==> src/rtl/button_pad_ctrl_pkg.sv <==
// Shared definitions for the button pad controller.
//   - key_state_e : per-channel debounce/repeat FSM encoding
//   - DEF_*       : default parameter values
//   - cnt_width() : width of a counter that must hold the largest count
//   - id_width()  : width of a channel index (minimum 1)
package button_pad_ctrl_pkg;

    typedef enum logic [2:0] {
        ST_IDLE        = 3'd0,
        ST_DEB_PRESS   = 3'd1,
        ST_HOLD        = 3'd2,
        ST_REPEAT      = 3'd3,
        ST_DEB_RELEASE = 3'd4
    } key_state_e;

    localparam int DEF_N_CH          = 4;
    localparam int DEF_DEB_CYCLES    = 1000000;
    localparam int DEF_HOLD_CYCLES   = 50000000;
    localparam int DEF_REPEAT_CYCLES = 10000000;

    // Terminal counts are always one below their parameter, so
    // $clog2 of the largest parameter is enough bits.
    function automatic int cnt_width(input int a, input int b, input int c);
        int m;
        m = a;
        if (b > m) m = b;
        if (c > m) m = c;
        return (m > 1) ? $clog2(m) : 1;
    endfunction

    function automatic int id_width(input int n);
        return (n > 1) ? $clog2(n) : 1;
    endfunction

endpackage

==> src/rtl/button_pad_ctrl_key_channel.sv <==
// key_channel: one button channel.
// Two-flop synchronizer, optional inversion, then a debounce / hold /
// auto-repeat FSM with a single shared saturating counter.
// Ports:
//   clk, rst_n     clock, async active-low reset
//   btn_raw        raw asynchronous button input
//   level          debounced pressed state
//   press          one-cycle pulse on accepted press and on each repeat
//   rel            one-cycle pulse on accepted release
// DEB_CYCLES must be at least 2.
module key_channel
    import button_pad_ctrl_pkg::*;
#(
    parameter int DEB_CYCLES    = DEF_DEB_CYCLES,
    parameter int HOLD_CYCLES   = DEF_HOLD_CYCLES,
    parameter int REPEAT_CYCLES = DEF_REPEAT_CYCLES,
    parameter bit ACTIVE_LOW    = 1'b0,
    parameter bit REP_EN        = 1'b1,
    parameter int CW            = cnt_width(DEB_CYCLES, HOLD_CYCLES, REPEAT_CYCLES)
) (
    input  logic clk,
    input  logic rst_n,
    input  logic btn_raw,
    output logic level,
    output logic press,
    output logic rel
);

    // The sample that moves the FSM out of IDLE/HOLD/REPEAT already counts
    // as the first stable sample, so a debounce state exits when the counter
    // is one short of DEB_CYCLES-1: DEB_CYCLES samples in total.
    localparam logic [CW-1:0] DEB_LAST  = CW'(DEB_CYCLES - 2);
    localparam logic [CW-1:0] HOLD_LAST = CW'(HOLD_CYCLES - 1);
    localparam logic [CW-1:0] REP_LAST  = CW'(REPEAT_CYCLES - 1);

    logic          sync1_q, sync2_q;
    logic          in_s;
    key_state_e    state_q, state_d;
    logic [CW-1:0] cnt_q, cnt_d;
    logic          from_rep_q, from_rep_d;   // DEB_RELEASE came from REPEAT
    logic          level_q, level_d;
    logic          press_q, press_d;
    logic          rel_q, rel_d;

    assign in_s  = sync2_q ^ ACTIVE_LOW;
    assign level = level_q;
    assign press = press_q;
    assign rel   = rel_q;

    always_ff @(posedge clk or negedge rst_n) begin
        if (!rst_n) begin
            sync1_q    <= 1'b0;
            sync2_q    <= 1'b0;
            state_q    <= ST_IDLE;
            cnt_q      <= '0;
            from_rep_q <= 1'b0;
            level_q    <= 1'b0;
            press_q    <= 1'b0;
            rel_q      <= 1'b0;
        end else begin
            sync1_q    <= btn_raw;
            sync2_q    <= sync1_q;
            state_q    <= state_d;
            cnt_q      <= cnt_d;
            from_rep_q <= from_rep_d;
            level_q    <= level_d;
            press_q    <= press_d;
            rel_q      <= rel_d;
        end
    end

    always_comb begin
        state_d    = state_q;
        cnt_d      = cnt_q;
        from_rep_d = from_rep_q;
        level_d    = level_q;
        press_d    = 1'b0;
        rel_d      = 1'b0;
        case (state_q)
            ST_IDLE: begin
                if (in_s) begin
                    state_d = ST_DEB_PRESS;
                    cnt_d   = '0;
                end
            end
            ST_DEB_PRESS: begin
                if (!in_s) begin
                    state_d = ST_IDLE;
                    cnt_d   = '0;
                end else if (cnt_q == DEB_LAST) begin
                    state_d = ST_HOLD;
                    cnt_d   = '0;
                    level_d = 1'b1;
                    press_d = 1'b1;
                end else begin
                    cnt_d = cnt_q + CW'(1);
                end
            end
            ST_HOLD: begin
                if (!in_s) begin
                    state_d    = ST_DEB_RELEASE;
                    cnt_d      = '0;
                    from_rep_d = 1'b0;
                end else if (cnt_q == HOLD_LAST) begin
                    // With repeat disabled the counter parks at terminal.
                    if (REP_EN) begin
                        state_d = ST_REPEAT;
                        cnt_d   = '0;
                        press_d = 1'b1;
                    end
                end else begin
                    cnt_d = cnt_q + CW'(1);
                end
            end
            ST_REPEAT: begin
                if (!in_s) begin
                    state_d    = ST_DEB_RELEASE;
                    cnt_d      = '0;
                    from_rep_d = 1'b1;
                end else if (cnt_q == REP_LAST) begin
                    cnt_d   = '0;
                    press_d = 1'b1;
                end else begin
                    cnt_d = cnt_q + CW'(1);
                end
            end
            ST_DEB_RELEASE: begin
                if (in_s) begin
                    state_d = from_rep_q ? ST_REPEAT : ST_HOLD;
                    cnt_d   = '0;
                end else if (cnt_q == DEB_LAST) begin
                    state_d = ST_IDLE;
                    cnt_d   = '0;
                    level_d = 1'b0;
                    rel_d   = 1'b1;
                end else begin
                    cnt_d = cnt_q + CW'(1);
                end
            end
            default: begin
                state_d = ST_IDLE;
                cnt_d   = '0;
            end
        endcase
    end

endmodule

==> src/rtl/button_pad_ctrl.sv <==
// button_pad_ctrl: N_CH debounced buttons with auto-repeat and an event queue.
// Each channel's press pulses set a pending bit; the lowest pending channel
// is presented on a valid/ready event port. Lost presses set sticky overrun.
// Ports:
//   clk, reset          clock, async active-low reset
//   btn_in              raw button inputs
//   level               debounced pressed state
//   press               pulse on accepted press / repeat
//   release_pulse       pulse on accepted release ("release" is a reserved word)
//   evt_valid/evt_id    event presented; evt_ready accepts it
//   overrun             sticky per-channel lost-event flag; clr_ovr clears
module button_pad_ctrl
    import button_pad_ctrl_pkg::*;
#(
    parameter int              N_CH          = DEF_N_CH,
    parameter int              DEB_CYCLES    = DEF_DEB_CYCLES,
    parameter int              HOLD_CYCLES   = DEF_HOLD_CYCLES,
    parameter int              REPEAT_CYCLES = DEF_REPEAT_CYCLES,
    parameter bit              ACTIVE_LOW    = 1'b0,
    parameter logic [N_CH-1:0] REPEAT_EN     = '1,
    localparam int             IDW           = id_width(N_CH)
) (
    input  logic            clk,
    input  logic            reset,
    input  logic [N_CH-1:0] btn_in,
    output logic [N_CH-1:0] level,
    output logic [N_CH-1:0] press,
    output logic [N_CH-1:0] release_pulse,
    output logic            evt_valid,
    output logic [IDW-1:0]  evt_id,
    input  logic            evt_ready,
    output logic [N_CH-1:0] overrun,
    input  logic            clr_ovr
);

    localparam int CW = cnt_width(DEB_CYCLES, HOLD_CYCLES, REPEAT_CYCLES);

    for (genvar g = 0; g < N_CH; g++) begin : g_ch
        key_channel #(
            .DEB_CYCLES   (DEB_CYCLES),
            .HOLD_CYCLES  (HOLD_CYCLES),
            .REPEAT_CYCLES(REPEAT_CYCLES),
            .ACTIVE_LOW   (ACTIVE_LOW),
            .REP_EN       (REPEAT_EN[g]),
            .CW           (CW)
        ) u_ch (
            .clk    (clk),
            .rst_n  (reset),
            .btn_raw(btn_in[g]),
            .level  (level[g]),
            .press  (press[g]),
            .rel    (release_pulse[g])
        );
    end

    logic [N_CH-1:0] pending_q, pending_d;
    logic [N_CH-1:0] overrun_q, overrun_d;
    logic            evt_valid_q, evt_valid_d;
    logic [IDW-1:0]  evt_id_q, evt_id_d;
    logic [N_CH-1:0] sel_oh, clr_mask;
    logic [IDW-1:0]  sel_id;
    logic            sel_found, load;

    assign evt_valid = evt_valid_q;
    assign evt_id    = evt_id_q;
    assign overrun   = overrun_q;

    always_ff @(posedge clk or negedge reset) begin
        if (!reset) begin
            pending_q   <= '0;
            overrun_q   <= '0;
            evt_valid_q <= 1'b0;
            evt_id_q    <= '0;
        end else begin
            pending_q   <= pending_d;
            overrun_q   <= overrun_d;
            evt_valid_q <= evt_valid_d;
            evt_id_q    <= evt_id_d;
        end
    end

    always_comb begin
        // Lowest-index pending channel: scan downward so the last hit wins.
        sel_found = 1'b0;
        sel_id    = '0;
        sel_oh    = '0;
        for (int i = N_CH - 1; i >= 0; i--) begin
            if (pending_q[i]) begin
                sel_found = 1'b1;
                sel_id    = IDW'(i);
                sel_oh    = '0;
                sel_oh[i] = 1'b1;
            end
        end

        // The slot reloads when empty or when its event transfers this
        // cycle, giving back-to-back events with no bubble.
        load        = !evt_valid_q || evt_ready;
        clr_mask    = '0;
        evt_valid_d = evt_valid_q;
        evt_id_d    = evt_id_q;
        if (load) begin
            evt_valid_d = sel_found;
            if (sel_found) begin
                evt_id_d = sel_id;
                clr_mask = sel_oh;
            end
        end

        // A press landing on the cycle its pending bit is loaded keeps the
        // bit set, and is not an overrun since the older event was taken.
        pending_d = (pending_q & ~clr_mask) | press;
        overrun_d = (clr_ovr ? '0 : overrun_q) | (press & pending_q & ~clr_mask);
    end

endmodule

==> config.mk <==
export PLATFORM = sky130hd
export DESIGN_NAME = button_pad_ctrl
export DESIGN_NICKNAME = d
export VERILOG_FILES = /design/src/rtl/button_pad_ctrl_pkg.sv /design/src/rtl/button_pad_ctrl_key_channel.sv /design/src/rtl/button_pad_ctrl.sv
export SDC_FILE = /design/constraint.sdc
export NUM_CORES = 1
export LEC_CHECK = 0
export BUFFER_PORTS_ARGS = -buffer_cell sky130_fd_sc_hd__buf_2
export CAP_MARGIN = 5
export CORE_AREA = 2 2 173 175
export DETAILED_ROUTE_END_ITERATION = 8
export DIE_AREA = 0 0 175 177
export MAX_ROUTING_LAYER = met4
export PLACE_DENSITY = 0.48
export SYNTH_ARGS = -nofsm -noshare
export SYNTH_HDL_FRONTEND = slang
export SYNTH_SLANG_ARGS = --single-unit
==> constraint.sdc <==
create_clock -name clk -period 7.2 [get_ports clk]
set_input_delay 2.16 -clock clk [delete_from_list [all_inputs] [get_ports clk]]
set_output_delay 2.16 -clock clk [all_outputs]
set_load 0.01 [all_outputs]
==> run summary <==
Critical Path Sink = g_ch[2].u_ch.cnt_q[14]
Initial Utilization = 29.5%
Max-Cap Viols = 0
Antenna violations before repair = 0
TritonCTS clock tree = built
WP data arrival = 3.51 ns
Setup bufs post-CTS = 0
Critical path's top delay family = simple AND/OR/NAND/NOR gates
R2r worst-path depth = 7
RD Place Congestion = 0.789
Routed WL = 21.9 mm
R2r setup slk = 3.94 ns
Clk_skew = 0.0177 ns
Syn_nets = 1022
Place WS = 3.77 ns
Die Y = 177 um
Layout area overhead = 11.5%
Synthesized area per cell = 8.58 um^2
Period utilization = 45.2%
Final setup fails = 0
Fill cells = 2967
Fin Setup TNS = 0 ns
Tot GR Track Use = 15.1%
Final Hold Fails = 0
Actual slew at the worst max-slew pin = 0.924 ns
Vias per cell = 5.38
Cell depth of the worst setup path = 7
Port bufs = 26
Rows = 63
Placed Cells = 1354
CP required = 7.46 ns
Root Buffer = clkbuf_16
Slowest cell on the critical path = or4_1
Post-CTS sizing = 0
Status = finished, final reports clean
Clk_lat worst skew = 0.43 ns
Total CTS buffers = 17
Core footprint = 29200 um^2
FF/Latch Area = 3780 um^2
Cells after Synth = 1006
Die width = 175 um
CP endpoint kind = register
Clock buffer depth = 2
Grt ovf = 0
I/O Pins = 27
Asr flop ratio synth = 100%
H-tree depth = 4
Register bit total from synthesis = 151
CP max stage delay = 0.71 ns
Synthesized area = 8630 um^2
Fin cells = 1386
YS warnings = 0
Startpoint class of the critical path = register
CP Class = reg -> reg
Sink Count = 151
Crit Reg-Reg Startpoint = g_ch[2].u_ch.cnt_q[0]
Antenna diode count = 0
RSZ-0062 raised after global routing = no
Largest net degree at the start of global routing = 87
Post-synth EDFFs = 0
Drt wl/cell = 15.8 um
Max Clock Freq = 307 MHz
Initial DRC Count = 666
First-pass GRT wire length = 37.1 mm
Final ANT Viol Nets = 0
Peak supply drop = 0.000186 V
Vias = 7462
Nets = 999
P per Cell Area = 221 nW/um^2
Share of the yosys chip area belonging to registers = 43.8%
Multi-input gate area = 4360 um^2
Slew HR = 37.9%
Share of cells above drive strength 1 = 8.84%
DIE AREA = 31000 um^2
Dpl hpwl = 14.4 mm
Pwr Total = 2.13 mW
Cell Chain, Critical Path = ha_1, nand3_1, or4_1, o2111ai_1, nand3_2, a41oi_1, a31oi_1
Ys flop type = dfrtp_1
Worst R2R End = g_ch[2].u_ch.cnt_q[14]
Worst hold path type = reg -> reg
Final worst setup slack = 3.94 ns
Final worst path period need = 3.26 ns
Critical path peak fanout = 39
Vias in the first global route = 6954
Launch point of the worst path = g_ch[2].u_ch.cnt_q[0]
Critical path buffers and inverters = 0
DR DRC count = 0
Leak Pwr = 3.87 nW
Max Slew Vio Count = 0
Netlist cell types = 70
Drt pass-1 iters = 5
Worst-path clk slew = 0.07 ns
Hold_buf cts = 0
-- kinds of logic after synthesis --
kind of cell,Yosys count,synth area share [%]
mux,3,0.348
flops,151,43.8
buf+inv,118,6.10
compound gates,267,19.5
fa+ha+maj,8,1.16
simple gates,452,28.4
xor+xnor,7,0.710
-- cells in the mapped netlist, types with 3 or more instances --
cell type / n / area [um^2]
a21o_1: 6 / 45.0
a21oi_1: 60 / 300
a22o_1: 4 / 35.0
a31oi_1: 82 / 513
a41oi_1: 14 / 123
and2_1: 10 / 62.6
and3_1: 27 / 169
and4_1: 15 / 131
and4b_1: 3 / 30.0
buf_1: 3 / 11.3
buf_2: 7 / 35.0
buf_4: 12 / 90.1
buf_6: 4 / 45.0
clkbuf_1: 49 / 184
dfrtp_1: 151 / 3780
ha_1: 8 / 100
inv_1: 43 / 161
mux2i_1: 3 / 30.0
nand2_1: 114 / 428
nand2b_1: 12 / 75.1
nand3_1: 75 / 375
nand4_1: 34 / 213
nand4bb_1: 3 / 33.8
nor2_1: 53 / 199
nor2b_1: 3 / 18.8
nor3_1: 28 / 140
nor3b_1: 3 / 22.5
nor4_1: 21 / 131
nor4b_1: 8 / 70.1
o211ai_1: 7 / 52.6
o21a_1: 5 / 37.5
o21ai_0: 51 / 255
o22ai_1: 5 / 31.3
o31ai_1: 8 / 60.1
or2_2: 7 / 43.8
or3_1: 8 / 50.1
or3b_2: 4 / 35.0
or4_1: 8 / 60.1
or4bb_1: 3 / 33.8
xnor2_1: 5 / 43.8
-- worst min path at each step --
stage	start	endpoint	depth (start not counted)
after floorplan	g_ch[0].u_ch.sync1_q	g_ch[0].u_ch.in_s	0
after global placement	g_ch[0].u_ch.sync1_q	g_ch[0].u_ch.in_s	0
after detailed placement	g_ch[0].u_ch.sync1_q	g_ch[0].u_ch.in_s	0
after CTS	g_ch[0].u_ch.sync1_q	g_ch[0].u_ch.in_s	0
after global routing	g_ch[0].u_ch.sync1_q	g_ch[0].u_ch.in_s	0
final	g_ch[0].u_ch.sync1_q	g_ch[0].u_ch.in_s	0
-- stage by stage --
stage	hold WS (ns)	area (um^2)	utilization [%]
after floorplan	0.331	8630	-
after global placement	0.333	8980	30.7
after detailed placement	0.335	8980	30.7
after CTS	0.350	9620	32.9
after global routing	0.354	9620	32.9
final	0.348	9620	32.9
-- flip-flops by register name (all words and copies together), names as in the netlist --
| register | count |
|---|---|
| evt_id | 2 |
| evt_valid | 1 |
| g_ch.u_ch.cnt_q | 104 |
| g_ch.u_ch.from_rep_q | 4 |
| g_ch.u_ch.in_s | 4 |
| g_ch.u_ch.level | 4 |
| g_ch.u_ch.press | 4 |
| g_ch.u_ch.rel | 4 |
| g_ch.u_ch.state_q | 12 |
| g_ch.u_ch.sync1_q | 4 |
| overrun | 4 |
| pending_q | 4 |
-- cells in the final DEF, fill, tap and decap left out, drive strengths merged, types with 4 or more instances in the layout --
| cell type | n |
|---|---|
| nand4 | 34 |
| nor4b | 8 |
| a22o | 4 |
| and3 | 27 |
| nand3 | 76 |
| nand2 | 114 |
| nor2 | 53 |
| and4 | 15 |
| or3b | 5 |
| nor3 | 28 |
| or4 | 10 |
| nand2b | 12 |
| o22ai | 5 |
| a41oi | 14 |
| nor4 | 22 |
| xnor2 | 5 |
| a21o | 6 |
| clkbuf | 20 |
| bufinv | 4 |
| o21a | 5 |
| o21ai | 52 |
| and2 | 10 |
| a21oi | 60 |
| or3 | 8 |
| a31oi | 82 |
| buf | 33 |
| o211ai | 7 |
| o31ai | 9 |
| ha | 8 |
| inv | 48 |
| or2 | 8 |
| dfrtp | 151 |
-- final cells by class --
| class | instances | area share (%) |
|---|---|---|
| clock buffers | 20 | 4.75 |
| clock inverters | 12 | 1.95 |
| inverters | 43 | 1.68 |
| multi-input cells | 737 | 45.3 |
| flip-flops and latches | 151 | 39.3 |
| well taps | 390 | 5.07 |
| repair buffers | 33 | 1.96 |
-- power by group --
part,total [mW],switching [mW],leakage (nW),internal [mW]
Combinational,0.206,0.142,1.49,0.0645
Sequential,0.928,0.0500,2.07,0.878
Clock,0.994,0.388,0.309,0.606
Total,2.13,0.579,3.87,1.55
-- layer usage --
layer / vias to the layer above / global-route usage, % / share of wire [%]
met5: - / - / 0
met3: 9 / 2.60 / 3.3
met4: 0 / 3.75 / 0.57
met2: 130 / 22.7 / 45
met1: 3615 / 21.0 / 51
li1: 3708 / - / -
Note: power is estimated with default switching activity, not from simulation.
